<file path="config.mk">
export PLATFORM = sky130hd
export DESIGN_NAME = perceptron_train_ctrl_flat
export DESIGN_NICKNAME = d
export VERILOG_FILES = /design/src/rtl/perceptron_train_ctrl_pkg.sv /design/src/rtl/perceptron_train_ctrl_if.sv /design/src/rtl/perceptron_train_ctrl_fifo.sv /design/src/rtl/perceptron_train_ctrl.sv /design/src/flat_wrapper.sv
export SDC_FILE = /design/constraint.sdc
export NUM_CORES = 2
export LEC_CHECK = 0
export ABC_AREA = 1
export BUFFER_PORTS_ARGS = -buffer_cell sky130_fd_sc_hd__buf_2
export CORE_AREA = 2 2 449 451
export CTS_CLUSTER_SIZE = 40
export DETAILED_ROUTE_END_ITERATION = 12
export DIE_AREA = 0 0 451 453
export HOLD_SLACK_MARGIN = 0.15
export PLACE_DENSITY = 0.52
export SYNTH_ARGS = -nofsm -noshare
export SYNTH_HDL_FRONTEND = slang
export SYNTH_SLANG_ARGS = --single-unit
</file>
<file path="constraint.sdc">
create_clock -name clk -period 6.1 [get_ports clk]
set_input_delay 1.83 -clock clk [delete_from_list [all_inputs] [get_ports clk]]
set_output_delay 1.83 -clock clk [all_outputs]
set_load 0.005 [all_outputs]
</file>
<file path="src/rtl/perceptron_train_ctrl_pkg.sv">
// Shared parameters, types and weight arithmetic for the perceptron training path.
package perceptron_pkg;

  localparam int unsigned PERCEPTRON_NUMBER = 64;
  localparam int unsigned WEIGHT_NUMBER     = 65;
  localparam int unsigned HISTORY_SIZE      = 64;
  localparam int unsigned WIDTH             = 8;
  localparam int unsigned SUM_WIDTH         = 16;
  localparam int unsigned THETA             = 137;
  localparam int unsigned FIFO_DEPTH        = 4;

  localparam int unsigned INDEX_W = $clog2(PERCEPTRON_NUMBER);
  localparam int unsigned ROW_W   = WEIGHT_NUMBER * WIDTH;
  localparam int unsigned CNT_W   = $clog2(FIFO_DEPTH) + 1;

  typedef logic signed [WIDTH-1:0] weight_t;
  // weight j occupies bits [j*WIDTH +: WIDTH]
  typedef weight_t [WEIGHT_NUMBER-1:0] row_t;

  typedef enum logic [1:0] {S_IDLE, S_RD, S_CALC, S_WR} state_t;

  typedef struct packed {
    logic [INDEX_W-1:0]      index;
    logic [HISTORY_SIZE-1:0] history;
    logic                    taken;
  } upd_t;

  localparam weight_t W_MAX = {1'b0, {(WIDTH-1){1'b1}}};
  localparam weight_t W_MIN = {1'b1, {(WIDTH-1){1'b0}}};

  // Saturating +1 / -1 on one weight.
  function automatic weight_t sat_step(weight_t w, logic up);
    if (up) return (w == W_MAX) ? w : w + weight_t'(1);
    else    return (w == W_MIN) ? w : w - weight_t'(1);
  endfunction

  // Train on a misprediction or a low-confidence output; magnitude is taken
  // one bit wider so the most negative sum does not wrap.
  function automatic logic needs_train(logic signed [SUM_WIDTH-1:0] sum, logic taken);
    logic signed [SUM_WIDTH:0] ext;
    logic        [SUM_WIDTH:0] mag;
    logic                      pred;
    ext  = {sum[SUM_WIDTH-1], sum};
    mag  = ext[SUM_WIDTH] ? $unsigned(-ext) : $unsigned(ext);
    pred = ~sum[SUM_WIDTH-1];
    return (pred != taken) || (mag <= (SUM_WIDTH+1)'(THETA));
  endfunction

endpackage

</file>
<file path="src/rtl/perceptron_train_ctrl_if.sv">
// Resolved-branch record channel from the back end.
interface perceptron_train_ctrl_if;
  import perceptron_pkg::*;

  logic                        res_valid;
  logic                        res_ready;
  logic [INDEX_W-1:0]          res_index;
  logic [HISTORY_SIZE-1:0]     res_history;
  logic                        res_taken;
  logic signed [SUM_WIDTH-1:0] res_sum;

  modport master (output res_valid, res_index, res_history, res_taken, res_sum,
                  input  res_ready);
  modport slave  (input  res_valid, res_index, res_history, res_taken, res_sum,
                  output res_ready);
endinterface

</file>
<file path="src/rtl/perceptron_train_ctrl_fifo.sv">
// Synchronous FIFO holding pending training updates.
module perceptron_update_fifo #(
  parameter int unsigned DEPTH  = 4,
  parameter int unsigned DATA_W = 8
) (
  input  logic                    clk,
  input  logic                    rst_n,
  input  logic                    push,
  input  logic [DATA_W-1:0]       din,
  input  logic                    pop,
  output logic [DATA_W-1:0]       dout,
  output logic                    full,
  output logic                    empty,
  output logic [$clog2(DEPTH):0]  count
);
  localparam int unsigned PTR_W = $clog2(DEPTH);

  logic [DATA_W-1:0] mem [DEPTH];
  logic [PTR_W-1:0]  wr_ptr;
  logic [PTR_W-1:0]  rd_ptr;
  logic              do_push;
  logic              do_pop;

  assign full    = (count == (PTR_W+1)'(DEPTH));
  assign empty   = (count == '0);
  assign do_push = push && !full;
  assign do_pop  = pop && !empty;
  assign dout    = mem[rd_ptr];

  // Storage; validity is tracked by count, so no reset is needed here.
  always_ff @(posedge clk) begin
    if (do_push) mem[wr_ptr] <= din;
  end

  // Pointers and occupancy.
  always_ff @(posedge clk) begin
    if (!rst_n) begin
      wr_ptr <= '0;
      rd_ptr <= '0;
      count  <= '0;
    end else begin
      if (do_push) wr_ptr <= wr_ptr + PTR_W'(1);
      if (do_pop)  rd_ptr <= rd_ptr + PTR_W'(1);
      count <= count + (PTR_W+1)'(do_push) - (PTR_W+1)'(do_pop);
    end
  end
endmodule

</file>
<file path="src/rtl/perceptron_train_ctrl.sv">
// Perceptron weight-table training sequencer: filter, queue, read-modify-write.
module perceptron_train_ctrl
  import perceptron_pkg::*;
(
  input  logic                    clk,
  input  logic                    rst_n,
  perceptron_train_ctrl_if.slave  res,
  input  logic                    pred_rd_req,
  output logic                    tbl_rd_en,
  output logic [INDEX_W-1:0]      tbl_rd_index,
  input  logic [ROW_W-1:0]        tbl_rd_row,
  output logic                    tbl_wr_en,
  output logic [INDEX_W-1:0]      tbl_wr_index,
  output logic [ROW_W-1:0]        tbl_wr_row,
  output logic                    busy
);
  state_t            state_q, state_d;
  upd_t              push_rec, head, work_q;
  row_t              row_in, row_calc, row_q;
  logic              fifo_full, fifo_empty;
  logic [CNT_W-1:0]  fifo_count, count_next;
  logic              push, rd_go, ready_q;

  assign push_rec = '{index: res.res_index, history: res.res_history, taken: res.res_taken};
  assign push     = res.res_valid && ready_q && !fifo_full
                    && needs_train(res.res_sum, res.res_taken);

  perceptron_update_fifo #(
    .DEPTH  (FIFO_DEPTH),
    .DATA_W ($bits(upd_t))
  ) u_fifo (
    .clk   (clk),
    .rst_n (rst_n),
    .push  (push),
    .din   (push_rec),
    .pop   (rd_go),
    .dout  (head),
    .full  (fifo_full),
    .empty (fifo_empty),
    .count (fifo_count)
  );

  // Ready is registered, so it is derived from the occupancy after this edge.
  assign count_next = fifo_count + CNT_W'(push) - CNT_W'(rd_go);

  // State register.
  always_ff @(posedge clk) begin
    if (!rst_n) state_q <= S_IDLE;
    else        state_q <= state_d;
  end

  // Next state and table strobes; lookups always win the read port.
  always_comb begin
    state_d   = state_q;
    rd_go     = 1'b0;
    tbl_wr_en = 1'b0;
    unique case (state_q)
      S_IDLE: if (!fifo_empty && !pred_rd_req) begin
        rd_go   = 1'b1;
        state_d = S_RD;
      end
      S_RD:   state_d = S_CALC;
      S_CALC: state_d = S_WR;
      S_WR: begin
        tbl_wr_en = 1'b1;
        state_d   = S_IDLE;
      end
      default: state_d = S_IDLE;
    endcase
  end

  assign tbl_rd_en    = rd_go;
  assign tbl_rd_index = rd_go ? head.index : '0;
  assign tbl_wr_index = work_q.index;
  assign tbl_wr_row   = row_q;
  assign busy         = !fifo_empty || (state_q != S_IDLE);
  assign res.res_ready = ready_q;

  // New row from the data returned one cycle after the read.
  assign row_in = tbl_rd_row;
  always_comb begin
    row_calc    = row_in;
    row_calc[0] = sat_step(row_in[0], work_q.taken);
    for (int unsigned j = 1; j < WEIGHT_NUMBER; j++)
      row_calc[j] = sat_step(row_in[j], work_q.history[j-1] == work_q.taken);
  end

  // Working record, computed row and registered ready.
  always_ff @(posedge clk) begin
    if (!rst_n) begin
      work_q  <= '0;
      row_q   <= '0;
      ready_q <= 1'b0;
    end else begin
      ready_q <= (count_next != CNT_W'(FIFO_DEPTH));
      if (rd_go) work_q <= head;
      if (state_q == S_RD) row_q <= row_calc;
    end
  end
endmodule

</file>
<file path="src/flat_wrapper.sv">
// flat-port wrapper written by rule: the top's interface ports become plain ports
module perceptron_train_ctrl_flat import perceptron_pkg::*;
  (clk, rst_n, pred_rd_req, tbl_rd_en, tbl_rd_index, tbl_rd_row, tbl_wr_en, tbl_wr_index, tbl_wr_row, busy, res_res_valid, res_res_index, res_res_history, res_res_taken, res_res_sum, res_res_ready);
  perceptron_train_ctrl_if res_i ();
  input  logic clk;
  input  logic rst_n;
  input  logic pred_rd_req;
  output logic tbl_rd_en;
  output logic [INDEX_W-1:0] tbl_rd_index;
  input  logic [ROW_W-1:0] tbl_rd_row;
  output logic tbl_wr_en;
  output logic [INDEX_W-1:0] tbl_wr_index;
  output logic [ROW_W-1:0] tbl_wr_row;
  output logic busy;
  input wire logic [$bits(res_i.res_valid)-1:0] res_res_valid;
  input wire logic [$bits(res_i.res_index)-1:0] res_res_index;
  input wire logic [$bits(res_i.res_history)-1:0] res_res_history;
  input wire logic [$bits(res_i.res_taken)-1:0] res_res_taken;
  input wire logic [$bits(res_i.res_sum)-1:0] res_res_sum;
  output wire logic [$bits(res_i.res_ready)-1:0] res_res_ready;
  assign res_i.res_valid = res_res_valid;
  assign res_i.res_index = res_res_index;
  assign res_i.res_history = res_res_history;
  assign res_i.res_taken = res_res_taken;
  assign res_i.res_sum = res_res_sum;
  assign res_res_ready = res_i.res_ready;
  perceptron_train_ctrl u_core (.clk(clk), .rst_n(rst_n), .res(res_i), .pred_rd_req(pred_rd_req), .tbl_rd_en(tbl_rd_en), .tbl_rd_index(tbl_rd_index), .tbl_rd_row(tbl_rd_row), .tbl_wr_en(tbl_wr_en), .tbl_wr_index(tbl_wr_index), .tbl_wr_row(tbl_wr_row), .busy(busy));
endmodule
</file>
==> impl_metrics.tcl <==
set metrics [dict create \
    nets 9481 \
    synth-main-ff-cell "dfxtp_1" \
    met2_length_mm 112 \
    fin_area_um2 70400 \
    grt_antenna_before_repair 175 \
    synth-compound-area-share_pct 21.1 \
    synth_edf_count 284 \
    rsz0062_at_grt "no" \
    post_cts_buffers 0 \
    finalWorstPathRequiredPeriod_ns 4.68 \
    p_total_uw 28000 \
    leakagePower_uw 0.0330 \
    postCtsResizedCells 0 \
    wl_per_cell_um 21.3 \
    endpoint_kind "primary output" \
    top_layer "met5" \
    setup_viol 0 \
    cts.clk_slew.worst_paths_ns 0.06 \
    fp.dieW_um 451 \
    path_delay_family "flip-flops" \
    numPlacedInstances 11200 \
    synth-simple-area-share_pct 18.0 \
    crit_chain "inv_4, o21ai_0, a21oi_1, buf_2" \
    hpwl_mm 190 \
    synth_xor_area_share_pct 10.9 \
    core_area_um2 199000 \
    dr.pass1.iters 6 \
    placed_cell_area_um2 66200 \
    start_util_pct 29.3 \
    timing.rr.start "u_core.state_q[1]$_SDFFE_PN0P_" \
    grt_max_degree 179 \
    synthDistinctLibCells 52 \
    drc_errors 0 \
    fmax_mhz 214 \
    worst_slew_pin_slew_ns 1.14 \
    synth_cells 7727 \
    slew_violations 0 \
    period_share_pct 76.7 \
    crit_arrival_ns 2.85 \
    met3_length_mm 16.1 \
    worstSetupPathType "flip-flop to primary output" \
    syn_nets 8549 \
    cts_root_buffer "clkbuf_16" \
    start_kind "flip-flop" \
    die-height_um 453 \
    cts_tree "built" \
    grt_pass1_wl_mm 356 \
    yosys.area_share.adder_pct 4.55 \
    vias_per_cell 5.01 \
    finalHoldViolCount 0 \
    layout-drive-gt1-share_pct 18.1 \
    hp-start "u_core.tbl_wr_index[4]$_SDFFE_PN0P_" \
    grt_usage_pct 22.7 \
    layout.cells.non_filler 11500 \
    slowest_delay_ns 0.88 \
    routabilityCongestion 0.962 \
    ys_top_cells_by_count "inv_1 (1053), o21ai_0 (904), nor2_1 (860)" \
    grt-ovfl-total 0 \
    dieArea_um2 204000 \
    syn_to_final_growth_pct 20.6 \
    avgSynthCellArea_um2 7.55 \
    cp_data_required_time_ns 4.27 \
    htree_num_levels 3 \
    synth_area_leaders "dfxtp_1 (21%), edfxtp_1 (15%), o21ai_0 (7.8%)" \
    slew-limit-headroom_pct 24.1 \
    synth-async-reset-ratio_pct 0 \
    power_density_nw_per_um2 397 \
    ys_seq_area_share_pct 35.3 \
    ant_nets 0 \
    vias 57600 \
    critPathSlowestCell "dfxtp_4" \
    synth_top_family_by_area "compound AO/OA/AOI/OAI gates" \
    maxCapViolations 0 \
    hp-class "flip-flop to flip-flop" \
    ios 1147 \
    syn-cell-area_um2 58400 \
    status "complete, no violations" \
    path_buf_inv 2 \
    ys_warn_count 0 \
    worstPathMaxFanout 80 \
    synth-seq-cells 887 \
    n_fill_cell 21300 \
    peakVddDrop_uv 269 \
    synth_mux_area_share_pct 0 \
    grt_pass1_vias 53800 \
    yosysMostFrequentCell "inv_1" \
    drt_iter0_drc 4153 \
    clkLatencyLatePin_ns 0.80 \
    cts-hold-fix-buffers 0 \
    drt-met1-wl_mm 105 \
    io_buffer_count 1146 \
    rows 164 \
    wl_mm 244 \
    synth_top_area_share_pct 20.7 \
    skew_ns 0.0717 \
    yosysTopAreaCell "dfxtp_1" \
    clk_path_buf_depth 3 \
    clock-sinks 887 \
    cts_buffers 112 \
]
[final cells by class]
| type | instances | area (um^2) | area share (%) |
|---|---|---|---|
| clock buffers | 154 | 3140 | 4.46 |
| multi-input cells | 5352 | 31900 | 45.4 |
| well taps | 2656 | 3320 | 4.72 |
| clock inverters | 58 | 812 | 1.15 |
| flip-flops and latches | 887 | 20600 | 29.3 |
| inverters | 1125 | 4240 | 6.02 |
| repair buffers | 1181 | 6120 | 8.69 |
| diodes | 91 | 228 | 0.323 |
[power breakdown]
group,leakage [uW],switching [uW],internal (uW),total (uW)
logic,0.0236,7630,4150,11800
clock network,0.00191,2950,4220,7170
registers,0.00752,1350,7650,9000
[state kept, by name (all words and copies together), names as in the netlist, 2 cells and up, named ones only]
signal / flops
u_core.u_fifo.count: 3
u_core.tbl_wr_index: 6
u_core.tbl_wr_row: 520
u_core.work_q: 65
u_core.state_q: 2
u_core.u_fifo.rd_ptr: 2
u_core.u_fifo.mem: 284
u_core.u_fifo.wr_ptr: 2
[routing by layer]
| layer | track usage (%) | vias to the layer above |
|---|---|---|
| met4 | 10.8 | 66 |
| met5 | 0 | - |
| met1 | 28.6 | 27100 |
| met3 | 5.67 | 536 |
| li1 | - | 28300 |
| met2 | 36.3 | 1684 |
[per-stage QoR]
step	util (%)	hold WS [ns]	setup WS [ns]	setup TNS, ns
floorplan	-	0.445	-0.325	-92.41
global placement	33.2	0.454	1.05	0
detailed placement	33.2	0.460	1.12	0
CTS	35.2	0.469	1.34	0
global route	35.3	0.489	1.26	0
finish	35.3	0.465	1.42	0
[worst paths after layout]
check	end	slack, ns	depth (start not counted)
setup / recovery	tbl_rd_index[2]	1.42	4
hold / removal	u_core.tbl_wr_index[4]$_SDFFE_PN0P_	0.46	2
setup reg to reg	u_core.tbl_wr_row[214]$_SDFFE_PN0N_	3.12	7
hold reg to reg	u_core.tbl_wr_index[4]$_SDFFE_PN0P_	0.46	2
[worst min-delay path: cells and delay by family, from the launching register on]
kind | cells | cell delay, ns
DFF | 1 | 0.31
and+or+nand+nor | 1 | 0.06
AOI/OAI and AO/OA | 1 | 0.05
[logic make-up after synthesis]
| family | after synthesis |
|---|---|
| flip-flops | 887 |
| buffers and inverters | 1488 |
| AND/OR/NAND/NOR | 2406 |
| adder cells (fa/ha/maj) | 211 |
| AO/OA/AOI/OAI | 2135 |
| XOR/XNOR | 600 |
[layout by cell type (no fill, tap or decap), drive strengths merged, types with 3 or more instances in the layout]
master	n
or2	5
a21oi	497
o22ai	65
o211a	7
o221ai	118
o21ai	981
nor3b	9
diode	91
nand2	730
a211oi	15
nor2	883
a31oi	101
nand3	471
xnor2	142
nor3	184
o211ai	335
ha	209
buf	1181
o31ai	11
nand4	104
xor2	458
clkinvlp	8
edfxtp	284
nor4	16
inv	1127
nand3b	3
clkinv	34
bufinv	14
dfxtp	603
clkbuf	154
No activity file was read; power rests on OpenSTA's default activity.
